===== src/rtl/ucie_d2d_delay_line.sv =====
// Shift-register delay line with a run-time tap select.
// Ports: clk, rst_n (async low), lat (1..DEPTH), d in, q = stage[lat-1].
module ucie_d2d_delay_line #(
   parameter int W     = 8,
   parameter int DEPTH = 8,
   parameter int LATW  = $clog2(DEPTH + 1)
)(
   input  logic            clk,
   input  logic            rst_n,
   input  logic [LATW-1:0] lat,
   input  logic [W-1:0]    d,
   output logic [W-1:0]    q
);

   logic [W-1:0] stage [DEPTH];

   always_ff @(posedge clk or negedge rst_n) begin
      if (!rst_n) begin
         for (int i = 0; i < DEPTH; i++) stage[i] <= '0;
      end else begin
         stage[0] <= d;
         for (int i = 1; i < DEPTH; i++) stage[i] <= stage[i-1];
      end
   end

   // Tap mux written as a compare chain so the select width never
   // has to match the array index width.
   always_comb begin
      q = '0;
      for (int i = 0; i < DEPTH; i++) begin
         if (lat == LATW'(i + 1)) q = stage[i];
      end
   end

endmodule


===== config.mk =====
export PLATFORM = sky130hd
export DESIGN_NAME = ucie_d2d_delay_line
export DESIGN_NICKNAME = d
export VERILOG_FILES = /design/src/rtl/ucie_d2d_delay_line.sv
export SDC_FILE = /design/constraint.sdc
export NUM_CORES = 1
export LEC_CHECK = 0
export BUFFER_PORTS_ARGS = -buffer_cell sky130_fd_sc_hd__buf_4
export CORE_ASPECT_RATIO = 0.8
export CORE_UTILIZATION = 57
export DETAILED_ROUTE_END_ITERATION = 10
export PLACE_DENSITY = 0.8
export SLEW_MARGIN = 20
export SYNTH_ARGS = -nofsm -noshare
export SYNTH_HDL_FRONTEND = slang
export SYNTH_SLANG_ARGS = --single-unit

===== constraint.sdc =====
create_clock -name clk -period 2.5 [get_ports clk]
set_input_delay 0.625 -clock clk [delete_from_list [all_inputs] [get_ports clk]]
set_output_delay 0.625 -clock clk [all_outputs]
set_load 0.1 [all_outputs]

After elaboration in Yosys (flattened, before gate mapping)
Index checks and enable logic that the tools add are counted.
Word-level totals
  register bits: 64
  input port bits: 14
  output and inout port bits: 8
  logic and storage cells: 24
Cells by class
  equality and inequality tests: 8
  mux-type cells: 8
Operators with widths (number)
  $mux 8: 8
  $eq 4x3->1 const B: 4
  $eq 4x2->1 const B: 2
  $eq 4x1->1 const B: 1
  $eq 4x4->1 const B: 1

Longest topological paths before layout
  word-level depth: 9
  depth in mapped cells: 7
  depth with buffers taken out: 4

Worst setup path before layout
No wires, ideal clock.
  path type: input port to output port
  start point: in lat[2]
  end point: out q[0]
  arrival time: 3119 ps
  required time: 1875 ps
  path slack: -1244 ps
  stages: 6
  buffers on the path: 3
  cell sequence: buf_2 nor2b_1 buf_2 clkbuf_1 o211ai_1 a31oi_1
Between the ends
  word-level cells in the longest chain between the ends: 9
  elaborated cells between the ends (all ways): 16
  those cells by class: eq/ne (8); mux (8)
Ends and longest elaborated chain
  start, declared: RTL line 10  | input logic [LATW-1:0] lat,
  $eq 4x1->1: RTL line 31  | if (lat == LATW'(i + 1)) q = stage[i];
  $mux 8 (7 in series): RTL line 31
  $mux 8 (*): RTL line 31
  end, declared: RTL line 12  | output logic [W-1:0] q
Every way passes the cells marked *; elsewhere a longest branch is shown, timed or not.

Worst setup path after layout
  start point: in lat[0]
  end point: out q[3]
The elaborated chain is that of the path after synthesis.

==> results.cfg <==
[outcome]
status = finished with violations
violations = setup timing

[min_path]
hold_path_class = input pin to async pin

[logic_synthesis]
ys_ff_latch = 64
yosysWarningCount = 0
synth_area_leader_cell = dfrtp_1
netlist_area_sq_um = 2290
async_flop_share_pct = 100.0
synthTopCellsByCount = dfrtp_1 (64), o21ai_0 (21), nor2b_1 (10)
synth_most_common_cell = dfrtp_1
syn_area_per_cell_sq_um = 13.08
seq_area_frac_synth_pct = 69.95
synthCells = 175
synth.area.top_cells = dfrtp_1 (70%), o21ai_0 (4.6%), mux2i_1 (3.1%), nor2b_1 (2.7%), nor3b_1 (2.6%)
synthFlopType = dfrtp_1
synth.distinct_cells = 26
syn_nets = 189
netlist.area_leader.share_pct = 69.95
synth_edf_count = 0

[layout]
largest_register_ffs = 64
multi_input_area_sq_um = 828.3
largest-register = stage
post-route-util_pct = 81.60
num_antenna_cells = 0
fin_nets = 220
seq_area_sq_um = 1602
reg.largest.list = stage: 64 flops
fillers = 209
drive_above_1_share_pct = 36.97
final_cells = 266
final_cell_area_sq_um = 3124
syn2layout_area_growth_pct = 36.45

[timing]
setup_viol = 5
rsz0062_at_grt = yes
maxSlewViolCount = 0
setup_tns_ns = -0.04522
worst_slew_pin_slew_ns = 0.7620
fin_crit_ns = 2.515
skew_ns = 0.006767
fmax_ghz = 0.3977
layout_setup_ws_ns = -0.01465
hold_violations = 0
relSlewSlack_pct = 49.20
period_share_pct = 100.6

[clock_tree]
clock_latency_ns = 0.34
clk_path_buf_depth = 2
cts_buffers = 9
htreeDepth = 3
cts_sinks = 64
cts_root_buffer = clkbuf_8
cts_tree = done
cts.hold.buffers_added = 0
path_clk_slew_ns = 0.06

[floorplan]
die_y_microns = 58.69
core_sq_um = 3829
initial_core_util_pct = 59.80
design.die.area_sq_um = 4276
pin_count = 22
rows = 20
die_w_microns = 72.86

[power]
p_int_mw = 1.934
power_density_nw_per_um2 = 818.4
ir_drop_uv = 580.2
clkPwrFrac_pct = 42.7
seqPwrFrac_pct = 43.8
switching_share_pct = 24.36
power_switching_uw = 623.0
power_leakage_nw = 1.292
p_comb_share_pct = 13.5

[drt]
firstDrtPassIters = 4
drt_wl_total_microns = 4537
wl_per_cell_microns = 17.06
drc = 0
vias_per_cell = 5.647
antenna_left = 0
num_vias = 1502
drt_iter0_markers = 78

[global_route]
grt_pass1_vias = 1574
track_usage_pct = 26.05
antenna_found_initial = 0
gr-usage-met1_pct = 34.21
grt_max_degree = 65
grt_overflow = 0
grt_pass1_wl_microns = 7769
use_met2_pct = 39.39
gr-usage-met3_pct = 10.79
grt.busiest_layer = met2

[setup_path]
path_common_cell = buf_8
cp.arrival_ns = 1.89
cpPeakStageDelay_ns = 0.54
worst_ep_required_time_ns = 1.88
worstSetupEndpointType = output port
timing.critical_path.slowest_stage_cell = or4b_4
worstPathMaxFanout = 16
cp-start-kind = input pin
path_cells = buf_8 > or4b_4 > buf_12 > o22ai_2 > a31oi_4 > buf_8
crit_type = input pin to output port

[placement]
dpl.cell_count = 249
portBuffers = 21
dp_slack_ns = -0.2145
dpl-instance-area_sq_um = 2639
hpwl_microns = 2901
gp_congestion = 0.7834

[run]
cap_violations = 0
## logic make-up after synthesis
kind of cell | share of synthesized area (%)
multiplexers | 3.060
AND/OR/NAND/NOR | 8.852
AO/OA/AOI/OAI | 14.32
buffers and inverters | 3.825
flip-flops | 69.95
## power groups by stage
stage	registers, mW	clock network [mW]	logic [mW]
after floorplan	1.12	0	0.213
after global placement	1.13	0	0.285
after detailed placement	1.13	0	0.291
after CTS	1.12	1.11	0.342
after global routing	1.12	1.17	0.365
final	1.12	1.09	0.345
## final cells by class
cell class | count | share of cell area (%)
clock inverters | 5 | 3.284
flip-flops and latches | 64 | 51.26
well taps | 55 | 2.203
repair buffers | 34 | 11.77
multi-input cells | 96 | 26.51
inverters | 1 | 0.1201
clock buffers | 11 | 4.846
## layer usage
layer	share of wire [%]	up-vias
met5	0	-
met2	50	45
met4	1.5	0
li1	-	689
met1	43	759
met3	5.7	9
## path summary, 6_finish.rpt
path	from	endpoint	slack (ns)	depth (start not counted)
setup / recovery	lat[0]	q[3]	-0.01	6
hold / removal	rst_n	stage[1]$_DFF_PN0_	0.36	1
setup reg to reg	stage[15]$_DFF_PN0_	stage[7]$_DFF_PN0_	1.96	0
hold reg to reg	stage[45]$_DFF_PN0_	stage[37]$_DFF_PN0_	0.37	0
max in group asynchronous	rst_n	stage[48]$_DFF_PN0_	1.64	1
min in group clk	stage[45]$_DFF_PN0_	stage[37]$_DFF_PN0_	0.37	0
## worst max-delay path, delay by kind of cell
family | cells | cell delay, ns
AO/OA/AOI/OAI | 2 | 0.23
buffers and inverters | 3 | 0.48
AND/OR/NAND/NOR | 1 | 0.54
## cell usage in the layout, fill, tap and decap left out, types with 2 or more instances in the layout
master	instances
buf_6	2
o21ai_2	4
nand2_1	9
nor3b_1	4
a31oi_4	7
o21ai_1	7
nor2b_2	2
o22ai_2	5
o21ai_0	11
bufinv_16	3
dfrtp_1	64
buf_8	4
a21oi_1	9
o211ai_1	7
nor2b_1	8
mux2i_1	7
o22ai_4	2
clkbuf_8	11
buf_12	6
buf_4	22
nor3b_2	4
## per-stage QoR
| stage | hold slack (ns) | total power [mW] |
|---|---|---|
| floorplan | 0.3294 | 1.338 |
| global placement | 0.3530 | 1.414 |
| detailed placement | 0.3595 | 1.426 |
| CTS | 0.3678 | 2.573 |
| global route | 0.3633 | 2.661 |
| finish | 0.3587 | 2.557 |
## timing repair
action | CTS | global route
pin swaps | 1 | 1
gates resized for setup | 47 | 9
setup endpoints to repair | 8 | 8
buffers inserted | 1 | 0
hold endpoints to repair | 0 | 0
Note: power is estimated with default switching activity, not from simulation.
